### src/rtl/arith_pkg.sv
`default_nettype none
// ============================================================================
// Module      : arith_pkg
// Description : Shared types and constants for the arithmetic library.
// Revision    : 1.0 - initial release
// ============================================================================
package arith_pkg;

    localparam int SUB_W_DEFAULT = 32;

    typedef enum logic [1:0] {
        IDLE = 2'd0,
        RUN  = 2'd1,
        DONE = 2'd2
    } sub_state_t;

endpackage : arith_pkg
`default_nettype wire

### src/rtl/serial_sub_32b_if.sv
`default_nettype none
// ============================================================================
// Module      : serial_sub_32b_if
// Description : Start/busy/done operand and result bundle for serial_sub_32b.
// Revision    : 1.0 - initial release
// ============================================================================
interface serial_sub_32b_if
    import arith_pkg::*;
#(
    parameter int WIDTH = SUB_W_DEFAULT
);
    logic             in_start;
    logic [WIDTH-1:0] in_a;
    logic [WIDTH-1:0] in_b;
    logic             in_c;
    logic [WIDTH-1:0] out_d;
    logic             out_b;
    logic             out_v;
    logic             out_busy;
    logic             out_done;

    // The sequencing controller side
    modport master (
        output in_start, in_a, in_b, in_c,
        input  out_d, out_b, out_v, out_busy, out_done
    );

    // The subtractor side
    modport slave (
        input  in_start, in_a, in_b, in_c,
        output out_d, out_b, out_v, out_busy, out_done
    );
endinterface : serial_sub_32b_if
`default_nettype wire

### src/rtl/full_sub_1b.sv
`default_nettype none
// ============================================================================
// Module      : full_sub_1b
// Description : Combinational 1-bit full subtractor, d = a - b - c.
// Revision    : 1.0 - initial release
// ============================================================================
module full_sub_1b (
    output logic out_d,
    output logic out_b,
    input  wire  in_a,
    input  wire  in_b,
    input  wire  in_c
);
    logic w_xy;

    assign w_xy  = in_a ^ in_b;
    assign out_d = w_xy ^ in_c;
    assign out_b = (~in_a & in_b) | (~w_xy & in_c);
endmodule : full_sub_1b
`default_nettype wire

### src/rtl/serial_sub_32b.sv
`default_nettype none
// ============================================================================
// Module      : serial_sub_32b
// Description : Bit-serial subtractor D = A - B - Bin, LSB first, WIDTH cycles.
// Revision    : 1.0 - initial release
// ============================================================================
module serial_sub_32b
    import arith_pkg::*;
#(
    parameter int WIDTH = SUB_W_DEFAULT
) (
    input wire              in_clk,
    input wire              in_rst,
    serial_sub_32b_if.slave bus
);
    localparam int                 c_cnt_w    = $clog2(WIDTH);
    localparam logic [c_cnt_w-1:0] c_last_cnt = c_cnt_w'(WIDTH - 1);

    if (WIDTH < 2) begin : g_bad_width
        $error("serial_sub_32b: WIDTH must be at least 2");
    end

    sub_state_t         r_state;
    logic [WIDTH-1:0]   r_sa;
    logic [WIDTH-1:0]   r_sb;
    logic               r_br;
    logic [c_cnt_w-1:0] r_cnt;
    logic               r_a_msb;
    logic               r_b_msb;
    logic [WIDTH-1:0]   r_d;
    logic               r_bo;
    logic               r_v;
    logic               r_busy;
    logic               r_done;

    logic w_d;
    logic w_bo;

    full_sub_1b u_cell (
        .out_d (w_d),
        .out_b (w_bo),
        .in_a  (r_sa[0]),
        .in_b  (r_sb[0]),
        .in_c  (r_br)
    );

    always_ff @(posedge in_clk) begin
        if (in_rst) begin
            r_state <= IDLE;
            r_sa    <= '0;
            r_sb    <= '0;
            r_br    <= 1'b0;
            r_cnt   <= '0;
            r_a_msb <= 1'b0;
            r_b_msb <= 1'b0;
            r_d     <= '0;
            r_bo    <= 1'b0;
            r_v     <= 1'b0;
            r_busy  <= 1'b0;
            r_done  <= 1'b0;
        end else begin
            case (r_state)
                IDLE, DONE: begin
                    r_done <= 1'b0;
                    if (bus.in_start) begin
                        r_sa    <= bus.in_a;
                        r_sb    <= bus.in_b;
                        r_br    <= bus.in_c;
                        // Sign bits are kept aside: shifting consumes the operands
                        r_a_msb <= bus.in_a[WIDTH-1];
                        r_b_msb <= bus.in_b[WIDTH-1];
                        r_cnt   <= '0;
                        r_d     <= '0;
                        r_busy  <= 1'b1;
                        r_state <= RUN;
                    end else begin
                        r_state <= IDLE;
                    end
                end
                RUN: begin
                    r_d   <= {w_d, r_d[WIDTH-1:1]};
                    r_sa  <= r_sa >> 1;
                    r_sb  <= r_sb >> 1;
                    r_br  <= w_bo;
                    r_cnt <= r_cnt + 1'b1;
                    if (r_cnt == c_last_cnt) begin
                        r_bo    <= w_bo;
                        r_v     <= (r_a_msb ^ r_b_msb) & (w_d ^ r_a_msb);
                        r_busy  <= 1'b0;
                        r_done  <= 1'b1;
                        r_state <= DONE;
                    end
                end
                default: begin
                    r_busy  <= 1'b0;
                    r_done  <= 1'b0;
                    r_state <= IDLE;
                end
            endcase
        end
    end

    assign bus.out_d    = r_d;
    assign bus.out_b    = r_bo;
    assign bus.out_v    = r_v;
    assign bus.out_busy = r_busy;
    assign bus.out_done = r_done;
endmodule : serial_sub_32b
`default_nettype wire

### src/flat_wrapper.sv
// flat-port wrapper written by rule: the top's interface ports become plain ports
module serial_sub_32b_flat import arith_pkg::*;
#(
    parameter int WIDTH = SUB_W_DEFAULT
)
  (in_clk, in_rst, bus_in_start, bus_in_a, bus_in_b, bus_in_c, bus_out_d, bus_out_b, bus_out_v, bus_out_busy, bus_out_done);
  serial_sub_32b_if #(.WIDTH(WIDTH)) bus_i ();
  input wire in_clk;
  input wire in_rst;
  input wire logic [$bits(bus_i.in_start)-1:0] bus_in_start;
  input wire logic [$bits(bus_i.in_a)-1:0] bus_in_a;
  input wire logic [$bits(bus_i.in_b)-1:0] bus_in_b;
  input wire logic [$bits(bus_i.in_c)-1:0] bus_in_c;
  output wire logic [$bits(bus_i.out_d)-1:0] bus_out_d;
  output wire logic [$bits(bus_i.out_b)-1:0] bus_out_b;
  output wire logic [$bits(bus_i.out_v)-1:0] bus_out_v;
  output wire logic [$bits(bus_i.out_busy)-1:0] bus_out_busy;
  output wire logic [$bits(bus_i.out_done)-1:0] bus_out_done;
  assign bus_i.in_start = bus_in_start;
  assign bus_i.in_a = bus_in_a;
  assign bus_i.in_b = bus_in_b;
  assign bus_i.in_c = bus_in_c;
  assign bus_out_d = bus_i.out_d;
  assign bus_out_b = bus_i.out_b;
  assign bus_out_v = bus_i.out_v;
  assign bus_out_busy = bus_i.out_busy;
  assign bus_out_done = bus_i.out_done;
  serial_sub_32b #(.WIDTH(WIDTH)) u_core (.in_clk(in_clk), .in_rst(in_rst), .bus(bus_i));
endmodule
### config.mk
export PLATFORM = sky130hd
export DESIGN_NAME = serial_sub_32b_flat
export DESIGN_NICKNAME = d
export VERILOG_FILES = /design/src/rtl/arith_pkg.sv /design/src/rtl/serial_sub_32b_if.sv /design/src/rtl/full_sub_1b.sv /design/src/rtl/serial_sub_32b.sv /design/src/flat_wrapper.sv
export SDC_FILE = /design/constraint.sdc
export NUM_CORES = 1
export LEC_CHECK = 0
export CORE_UTILIZATION = 45
export DETAILED_ROUTE_END_ITERATION = 16
export HOLD_SLACK_MARGIN = 0.15
export PLACE_DENSITY = 0.85
export SYNTH_ARGS = -nofsm -noshare
export SYNTH_HDL_FRONTEND = slang
export SYNTH_HIERARCHICAL = 1
export SYNTH_SLANG_ARGS = --single-unit
export TNS_END_PERCENT = 10
### constraint.sdc
create_clock -name in_clk -period 4.1 [get_ports in_clk]
set_clock_uncertainty 0.2 [all_clocks]
set_input_delay 1.025 -clock in_clk [delete_from_list [all_inputs] [get_ports in_clk]]
set_output_delay 1.025 -clock in_clk [all_outputs]
set_load 0.005 [all_outputs]
==> results.json, run 1 <==
{
  "run_status": "finished clean",
  "layout.cells.most_common_list": "110 x dfxtp_1, 108 x a21oi_1, 102 x clkdlybuf4s50_1, 101 x nand3_1, 63 x a22oi_1",
  "place_congestion": 0.780,
  "postSynthAreaPerCell_sq_um": 8.64,
  "sw_share_pct": 26.2,
  "routed_wl_um": 10500,
  "die_area_sq_um": 10100,
  "share_of_power_burned_in_registers_pct": 54.9,
  "wire_length_of_the_first_global_routing_pass_um": 17000,
  "final_cell_area_sq_um": 5530,
  "worst_skew_pair.late_latency_ns": 0.36,
  "finalHoldViolCount": 0,
  "most_common_cell_after_layout_fill_and_taps_aside": "dfxtp_1",
  "antennaDiodeCount": 0,
  "synth_cells": 504,
  "maximum_vdd_ir_drop_mv": 0.224,
  "io_pins": 104,
  "synthesized_nets": 575,
  "core_area_sq_um": 9330,
  "rows": 35,
  "seq_total_area_yosys_pct": 50.6,
  "power.combinational.fraction_pct": 13.3,
  "worst_setup_path_end_kind": "register",
  "fin_crit_sh_pct": 67.6,
  "critical_path.cell_chain": "clkdlybuf4s50_1, nor2b_4, buf_4, a22oi_1, a21oi_1",
  "cts_root_buffer": "clkbuf_8",
  "areal_power_density_over_the_cells_nw_per_um2": 378,
  "synthesis.yosys.warnings": 6,
  "final_worst_slack_ns": 1.33,
  "routedWlPerCell_um": 15.0,
  "drv_cap": 0,
  "place_hpwl_um": 6480,
  "die_y_um": 100,
  "clock_power_share_pct": 31.8,
  "cts_tree": "yes",
  "drive_above_1_share_pct": 5.06,
  "buffer_ports.inserted": 103,
  "vias_post_dr": 4016,
  "syn_to_final_growth_pct": 27.0,
  "internal_power_uw": 1540,
  "area_occupied_by_multi_input_gates_sq_um": 1880,
  "die_span_x_um": 100,
  "switching_power_uw": 548,
  "critPathLaunchType": "input port",
  "drt_iter0_drc": 305,
  "critical_path.max_stage_delay_ns": 0.55,
  "synthDistinctLibCells": 24,
  "fmax_mhz": 361,
  "detail_route.drc_violations": 0,
  "power.leakage_uw": 0.00181,
  "cts_post_setup_buffers_inserted": 0,
  "synthTopCellsByArea": "dfxtp_1 51%, a21oi_1 12%, nand3_1 12%",
  "maximum_number_of_pins_on_one_net_before_global_route_repair": 105,
  "holdCritPathClass": "reg2reg",
  "antenna_found_initial": 0,
  "grt_overflow_total": 0,
  "synth_largest_type_area_fraction_pct": 50.6,
  "cts.path.max_buffers": 2,
  "cpLargestDelayFamily": "buffers and inverters",
  "cts-resized-gates": 0,
  "regArea_sq_um": 2200,
  "finalCriticalPeriod_ns": 2.77,
  "crit_buf_inv": 2,
  "synth_top_area_cell": "dfxtp_1",
  "criticalPathCategory": "in2reg",
  "total_negative_setup_slacks_ns": 0,
  "mappedNetlistArea_sq_um": 4360,
  "cts.htree.levels": 3,
  "slew-limit-headroom_pct": 27.1,
  "cts-buffers-inserted": 9,
  "cts_hold_buffers": 0,
  "initial_utilization_pct": 46.7,
  "gr-usage-all-layers_pct": 20.8,
  "detailedPlace.worstSlack_ns": 0.999,
  "placed_area_sq_um": 5320,
  "timing.final.setup_violations": 0,
  "grt_pass1_vias": 3704,
  "finalNetCount": 639,
  "cts_sinks": 110,
  "grt_setup_unrepaired": "false",
  "filler_cell_count": 838,
  "worst-endpoint-required_ns": 4.17,
  "tightestPinTransition_ns": 1.09,
  "drt.antenna.violating_nets": 0,
  "timing.final.max_slew_violations": 0,
  "clock_slew_at_reported_path_ffs_ns": 0.10,
  "crit_path_top_delay_cell": "nor2b_4",
  "path_max_fanout": 25,
  "worst-endpoint-arrival_ns": 2.85,
  "first_pass_iters": 6,
  "postSynthRegisterBits": 110,
  "vias_per_cell": 5.72
}
-- per-stage QoR --
stage	power [uW]	hold slack [ns]	instances	util, %
global route	2180	0.290	702	59.3
finish	2090	0.275	702	59.3
floorplan	1350	0.245	504	-
global placement	1440	0.251	686	57.1
detailed placement	1450	0.259	686	57.1
CTS	2100	0.274	702	59.3
-- cell type report --
cell class	instances	area share, %
clock inverter	6	1.24
multi-input combinational	335	34.0
inverter	4	0.271
sequential	110	39.8
tap	129	2.92
timing repair buffer	108	19.3
clock buffer	10	2.49
-- worst min-delay path, delay by kind of cell (launching register included) --
kind,cells,cell delay (ns)
AOI/OAI and AO/OA,1,0.06
DFF,1,0.32
and+or+nand+nor,1,0.06
-- layer usage --
layer / routed length [um] / vias to the layer above / global-route usage, %
met4: 145 / 0 / 6.80
met1: 4680 / 1928 / 26.9
met2: 5230 / 131 / 35.3
li1: - / 1947 / -
met3: 473 / 10 / 3.62
met5: 0 / - / 0
-- synthesized netlist by cell type, drive strengths merged --
master / n
a211oi: 1
a21oi: 108
a22oi: 63
a311oi: 1
and3: 1
and3b: 1
buf: 38
clkbuf: 17
dfxtp: 110
fa: 1
ha: 2
inv: 4
mux2: 2
nand2: 38
nand2b: 3
nand3: 101
nand4: 1
nor2: 5
nor2b: 2
nor3: 2
nor3b: 1
o21ai: 2
-- power by group through the flow --
stage	Clock (uW)	Combinational [uW]	Sequential (uW)
floorplan	0	188	1160
global placement	0	267	1170
detailed placement	0	276	1170
CTS	680	276	1150
global route	717	306	1150
finish	665	278	1150
-- cell families (layout without fill, tap and decap cells) --
kind of cell | count (synthesis) | after routing | synth area share [%]
multiplexers | 2 | 2 | 0.517
buffers and inverters | 59 | 128 | 6.98
adder cells (fa/ha/maj) | 3 | 3 | 1.03
AO/OA/AOI/OAI | 175 | 175 | 24.0
flip-flops | 110 | 110 | 50.6
AND/OR/NAND/NOR | 155 | 155 | 16.9
-- worst paths after layout --
path,from,end,slack (ns),cells past startpoint
worst max-delay path,bus_in_start,u_core/r_sb[22]$_SDFFE_PP0P_,1.33,5
worst min-delay path,u_core/r_sa[15]$_SDFFE_PP0P_,u_core/r_sa[15]$_SDFFE_PP0P_,0.28,2
worst max register to register,u_core/r_state[0]$_SDFFE_PP0P_,u_core/r_sa[27]$_SDFFE_PP0P_,1.62,4
worst min register to register,u_core/r_sa[15]$_SDFFE_PP0P_,u_core/r_sa[15]$_SDFFE_PP0P_,0.28,2
-- flip-flops by register name, summed over array words and instances, names as in the netlist --
name	count
u_core/r_state	2
u_core/r_sa	32
u_core/r_a_msb	1
u_core/bus.out_busy	1
u_core/r_b_msb	1
u_core/bus.out_done	1
u_core/r_br	1
u_core/r_sb	32
u_core/bus.out_v	1
u_core/bus.out_b	1
u_core/r_cnt	5
u_core/bus.out_d	32
Note: power is estimated with default switching activity, not from simulation.
==> run 2: changes to the inputs <==
- clock period: 4.1 -> 2.7 ns (I/O delays scaled with it)
==> results.json, run 2 (synthesis results as in run 1) <==
{
  "run_status": "finished clean",
  "instances_no_fill": 708,
  "die_span_x_um": 100,
  "endpoint_of_the_worst_hold_timing_path": "u_core/bus.out_d[22]$_SDFFE_PP0P_",
  "holdCritPathClass": "reg2reg",
  "globalRoute.busiestLayer": "met2",
  "grt_pass1_vias": 3811,
  "drive_above_1_share_pct": 6.04,
  "grt_setup_unrepaired": "false",
  "filler_cell_count": 820,
  "wire_length_of_the_first_global_routing_pass_um": 16900,
  "cpLargestDelayFamily": "buffers and inverters",
  "hold_path_depth": 2,
  "cts_post_setup_buffers_inserted": 0,
  "vias_per_cell": 5.68,
  "timing.final.max_slew_violations": 0,
  "worst_skew_pair.late_latency_ns": 0.37,
  "fmax_mhz": 463,
  "areal_power_density_over_the_cells_nw_per_um2": 574,
  "clock_slew_at_reported_path_ffs_ns": 0.11,
  "routed_wl_um": 10300,
  "buffer_ports.inserted": 103,
  "path_max_fanout": 3,
  "power.leakage_uw": 0.00186,
  "criticalPathCategory": "reg2out",
  "gr-usage-all-layers_pct": 20.7,
  "regArea_sq_um": 2200,
  "critical_path.max_stage_delay_ns": 0.52,
  "io_pins": 104,
  "place_hpwl_um": 6600,
  "cts-resized-gates": 0,
  "detail_route.drc_violations": 0,
  "finalCriticalPeriod_ns": 2.16,
  "drt_iter0_drc": 266,
  "initial_utilization_pct": 46.7,
  "slew-limit-headroom_pct": 61.2,
  "maximum_number_of_pins_on_one_net_before_global_route_repair": 63,
  "first_pass_iters": 5,
  "fin_crit_sh_pct": 79.9,
  "finalHoldViolCount": 0,
  "cts_hold_buffers": 0,
  "cts_root_buffer": "clkbuf_8",
  "cts_sinks": 110,
  "rows": 35,
  "r2r_setup_slack_ns": 0.88,
  "finalNetCount": 645,
  "use_met3_pct": 4.74,
  "path_depth": 1,
  "worst-endpoint-arrival_ns": 1.28,
  "tightestPinTransition_ns": 0.582,
  "finalCoreUtilization_pct": 60.1,
  "total_negative_setup_slacks_ns": 0,
  "antennaDiodeCount": 0,
  "core_area_sq_um": 9330,
  "layout.cells.most_common_list": "110 x dfxtp_1, 108 x a21oi_1, 102 x clkdlybuf4s50_1, 101 x nand3_1, 63 x a22oi_1",
  "critical_path.reg2reg.endpoint": "u_core/bus.out_d[12]$_SDFFE_PP0P_",
  "vias_post_dr": 4019,
  "worst_setup_path_end_kind": "output port",
  "place.detailed.instances": 692,
  "detailedPlace.worstSlack_ns": 0.366,
  "syn_to_final_growth_pct": 28.8,
  "worst-endpoint-required_ns": 1.82,
  "crit_path_top_delay_cell": "clkdlybuf4s50_1",
  "critPathLaunchType": "register",
  "cts.path.max_buffers": 2,
  "critical_path.cell_chain": "clkdlybuf4s50_1",
  "timing.final.setup_violations": 0,
  "gr-usage-met1_pct": 25.0,
  "cts-buffers-inserted": 9,
  "grt_overflow_total": 0,
  "most_common_cell_after_layout_fill_and_taps_aside": "dfxtp_1",
  "die_y_um": 100,
  "drt.antenna.violating_nets": 0,
  "cts_tree": "yes",
  "worst-r2r-cell-count": 4,
  "drv_cap": 0,
  "worst_r2r_startpoint": "u_core/r_state[1]$_SDFFE_PP0P_",
  "timing.hold.worst.start": "u_core/bus.out_d[23]$_SDFFE_PP0P_",
  "place_congestion": 0.760,
  "area_occupied_by_multi_input_gates_sq_um": 1880,
  "globalRouteMet2Util_pct": 36.1,
  "cts.htree.levels": 3,
  "die_area_sq_um": 10100,
  "final_worst_slack_ns": 0.542,
  "routedWlPerCell_um": 14.6,
  "crit_buf_inv": 1,
  "antenna_found_initial": 0,
  "maximum_vdd_ir_drop_mv": 0.421
}
## run 2: cell types whose count changed in the layout (fill, tap and decap cells not counted)
cell / before / now
buf_4: 6 / 10
inv_8: 0 / 2
inv_6: 1 / 0
buf_12: 0 / 2
clkinvlp_4: 1 / 0
clkinv_2: 1 / 0
clkinv_4: 2 / 3
## run 2: routing by layer
| metal | up-vias | share of wire, % | routed length (um) |
|---|---|---|---|
| li1 | 1963 | - | - |
| met1 | 1916 | 42 | 4320 |
| met2 | 126 | 51 | 5210 |
| met3 | 14 | 5.8 | 595 |
| met4 | 0 | 1.8 | 182 |
| met5 | - | 0 | 0 |
## run 2: power by group
| group | total (uW) | internal (uW) | switching (uW) |
|---|---|---|---|
| combinational | 439 | 199 | 240 |
| clock | 1040 | 472 | 566 |
| sequential | 1740 | 1700 | 43.6 |
| total | 3220 | 2370 | 850 |
## run 2: how the worst max path moves through the flow
stage | from | end | slack (ns)
detailed placement | bus_in_start | u_core/r_sa[20]$_SDFFE_PP0P_ | 0.37
finish | u_core/bus.out_d[29]$_SDFFE_PP0P_ | bus_out_d[29] | 0.54
global route | u_core/bus.out_d[12]$_SDFFE_PP0P_ | bus_out_d[12] | 0.47
floorplan | bus_in_start | u_core/r_sa[30]$_SDFFE_PP0P_ | 0.94
global placement | bus_in_start | u_core/r_cnt[3]$_SDFFE_PP0P_ | 0.43
CTS | u_core/bus.out_d[12]$_SDFFE_PP0P_ | bus_out_d[12] | 0.53
## run 2: metrics by stage
stage                     hold WS [ns]  cell area [sq um]  total power, uW
final                            0.270               5610             3220
after CTS                        0.265               5610             3250
after floorplan                  0.245               4360             2050
after global routing             0.294               5610             3380
after detailed placement         0.259               5390             2220
after global placement           0.252               5390             2200
## run 2: tightest hold or removal path, delay by kind of cell, from the launching register on
family           cells  cell delay (ns)
AO/OA/AOI/OAI        1             0.05
flip-flops           1             0.33
AND/OR/NAND/NOR      1             0.06
## run 2: final cells by class
cell class,count,share of cell area [%]
Clock buffer,10,2.45
Clock inverter,6,1.40
Inverter,4,0.268
Multi-Input combinational cell,335,33.5
Sequential cell,110,39.3
Tap cell,129,2.88
Timing Repair Buffer,114,20.2
==> run 3: changes to the inputs <==
- PLACE_DENSITY: 0.85 -> 0.88
- clock period: 2.7 -> 1.7 ns (I/O delays scaled with it)
==> results.json, run 3 (synthesis results as in run 1) <==
{
  "run_status": "complete, but fails checks",
  "violations": "negative setup slack",
  "worst-r2r-cell-count": 5,
  "hold_path_depth": 2,
  "power.leakage_uw": 0.00215,
  "grt_overflow_total": 0,
  "finalNetCount": 655,
  "cts.htree.levels": 3,
  "rows": 35,
  "routed_wl_um": 10800,
  "cts.path.max_buffers": 2,
  "timing.hold.worst.start": "in_rst",
  "tightestPinTransition_ns": 0.281,
  "io_pins": 104,
  "syn_to_final_growth_pct": 33.0,
  "clock_slew_at_reported_path_ffs_ns": 0.10,
  "maximum_vdd_ir_drop_mv": 0.450,
  "path_max_fanout": 3,
  "worst-endpoint-required_ns": 1.77,
  "layout.cells.most_common_list": "108 x a21oi_1, 101 x nand3_1, 74 x dfxtp_1, 65 x clkdlybuf4s50_1, 63 x a22oi_1",
  "worst_r2r_startpoint": "u_core/r_br$_SDFFE_PP0P_",
  "vias_post_dr": 4127,
  "r2r_setup_slack_ns": -0.03,
  "criticalPathCategory": "reg2reg",
  "final_cell_area_sq_um": 5790,
  "cts_root_buffer": "clkbuf_8",
  "timing.final.setup_violations": 1,
  "power.combinational.fraction_pct": 14.8,
  "routedWlPerCell_um": 15.1,
  "drive_above_1_share_pct": 13.9,
  "first_pass_iters": 5,
  "cts_hold_buffers": 0,
  "switching_power_uw": 1350,
  "finalCriticalPeriod_ns": 1.73,
  "fin_crit_sh_pct": 102,
  "antennaDiodeCount": 0,
  "finalCoreUtilization_pct": 62.1,
  "finalHoldViolCount": 0,
  "worst_setup_path_end_kind": "register",
  "worst_skew_pair.late_latency_ns": 0.36,
  "die_area_sq_um": 10100,
  "critPathLaunchType": "register",
  "placed_area_sq_um": 5550,
  "route.met3.wl_um": 526,
  "endpoint_of_the_worst_hold_timing_path": "u_core/r_sb[14]$_SDFFE_PP0P_",
  "grt_pass1_vias": 3679,
  "drt.antenna.violating_nets": 0,
  "cts_tree": "yes",
  "die_span_x_um": 100,
  "place_hpwl_um": 7210,
  "wl_met2_um": 5610,
  "final_worst_slack_ns": -0.0333,
  "gr-usage-all-layers_pct": 21.8,
  "vias_per_cell": 5.75,
  "wl_met1_um": 4560,
  "cts-buffers-inserted": 9,
  "grt_setup_unrepaired": "true",
  "maximum_number_of_pins_on_one_net_before_global_route_repair": 64,
  "areal_power_density_over_the_cells_nw_per_um2": 887,
  "drt_iter0_drc": 317,
  "critical_path.reg2reg.endpoint": "u_core/bus.out_v$_SDFFE_PP0P_",
  "timing.final.max_slew_violations": 0,
  "place_congestion": 0.734,
  "slew-limit-headroom_pct": 81.2,
  "share_of_power_burned_in_registers_pct": 53.9,
  "clock_power_share_pct": 31.3,
  "highest-signal-layer": "met4",
  "cts_sinks": 110,
  "most_common_cell_after_layout_fill_and_taps_aside": "a21oi_1",
  "worst-endpoint-arrival_ns": 1.80,
  "internal_power_uw": 3790,
  "buffer_ports.inserted": 103,
  "detail_route.drc_violations": 0,
  "sw_share_pct": 26.2,
  "drv_cap": 0,
  "initial_utilization_pct": 46.7,
  "core_area_sq_um": 9330,
  "wire_length_of_the_first_global_routing_pass_um": 17600,
  "die_y_um": 100,
  "fmax_mhz": 577,
  "antenna_found_initial": 0,
  "holdCritPathClass": "in2reg"
}
[run 3: power by group through the flow]
stage	combinational (uW)	sequential, uW	clock [uW]
floorplan	453	2800	0
global placement	738	2820	0
detailed placement	763	2830	0
CTS	762	2770	1650
global route	831	2780	1770
finish	763	2770	1610
[run 3: worst max-delay path, stage by stage (launching register included)]
cell and delay, ns:
dfxtp_1 0.34, inv_1 0.06, fa_1 0.57, and3b_1 0.18, a21oi_1 0.05, a311oi_1 0.25
[run 3: cell type report]
type | instances | area [sq um]
clock inverter | 6 | 68.8
clock buffer | 10 | 138
inverter | 4 | 15.0
multi-input combinational | 335 | 1890
sequential | 110 | 2250
tap | 129 | 161
fill | 813 | 3530
timing repair buffer | 124 | 1270
[run 3: per-stage QoR]
stage	setup WS [ns]	hold slack (ns)	setup TNS (ns)	power, uW	instances
CTS	-0.140	0.209	-0.178	5180	717
detailed placement	-0.330	0.258	-22.16	3590	699
global route	-0.145	0.226	-0.145	5380	718
global placement	-0.257	0.252	-17.54	3560	699
floorplan	0.127	0.245	0	3260	504
finish	-0.0333	0.226	-0.0333	5140	718
[run 3: how the worst max path moves through the flow]
| stage | from | to | slack [ns] | cells after the start |
|---|---|---|---|---|
| after floorplan | u_core/r_sb[0]$_SDFFE_PP0P_ | u_core/bus.out_v$_SDFFE_PP0P_ | 0.13 | 5 |
| after global placement | bus_in_start | u_core/r_sa[23]$_SDFFE_PP0P_ | -0.26 | 5 |
| after detailed placement | bus_in_start | u_core/r_sa[17]$_SDFFE_PP0P_ | -0.33 | 5 |
| after CTS | u_core/bus.out_d[4]$_SDFFE_PP0P_ | bus_out_d[4] | -0.14 | 1 |
| after global routing | u_core/r_br$_SDFFE_PP0P_ | u_core/bus.out_v$_SDFFE_PP0P_ | -0.15 | 5 |
| final | u_core/r_br$_SDFFE_PP0P_ | u_core/bus.out_v$_SDFFE_PP0P_ | -0.03 | 5 |
[run 3: repair_timing]
item | in CTS | in global routing
buffers inserted | 2 | 1
endpoints found under the hold margin | 0 | 0
setup endpoints to repair | 38 | 10
pin swaps | 1 | 0
resized for setup | 72 | 3
[run 3: metal layers]
layer,vias up,GRT usage (%)
li1,1979,-
met1,1989,28.6
met2,144,37.0
met3,15,3.20
met4,0,6.58
met5,-,0
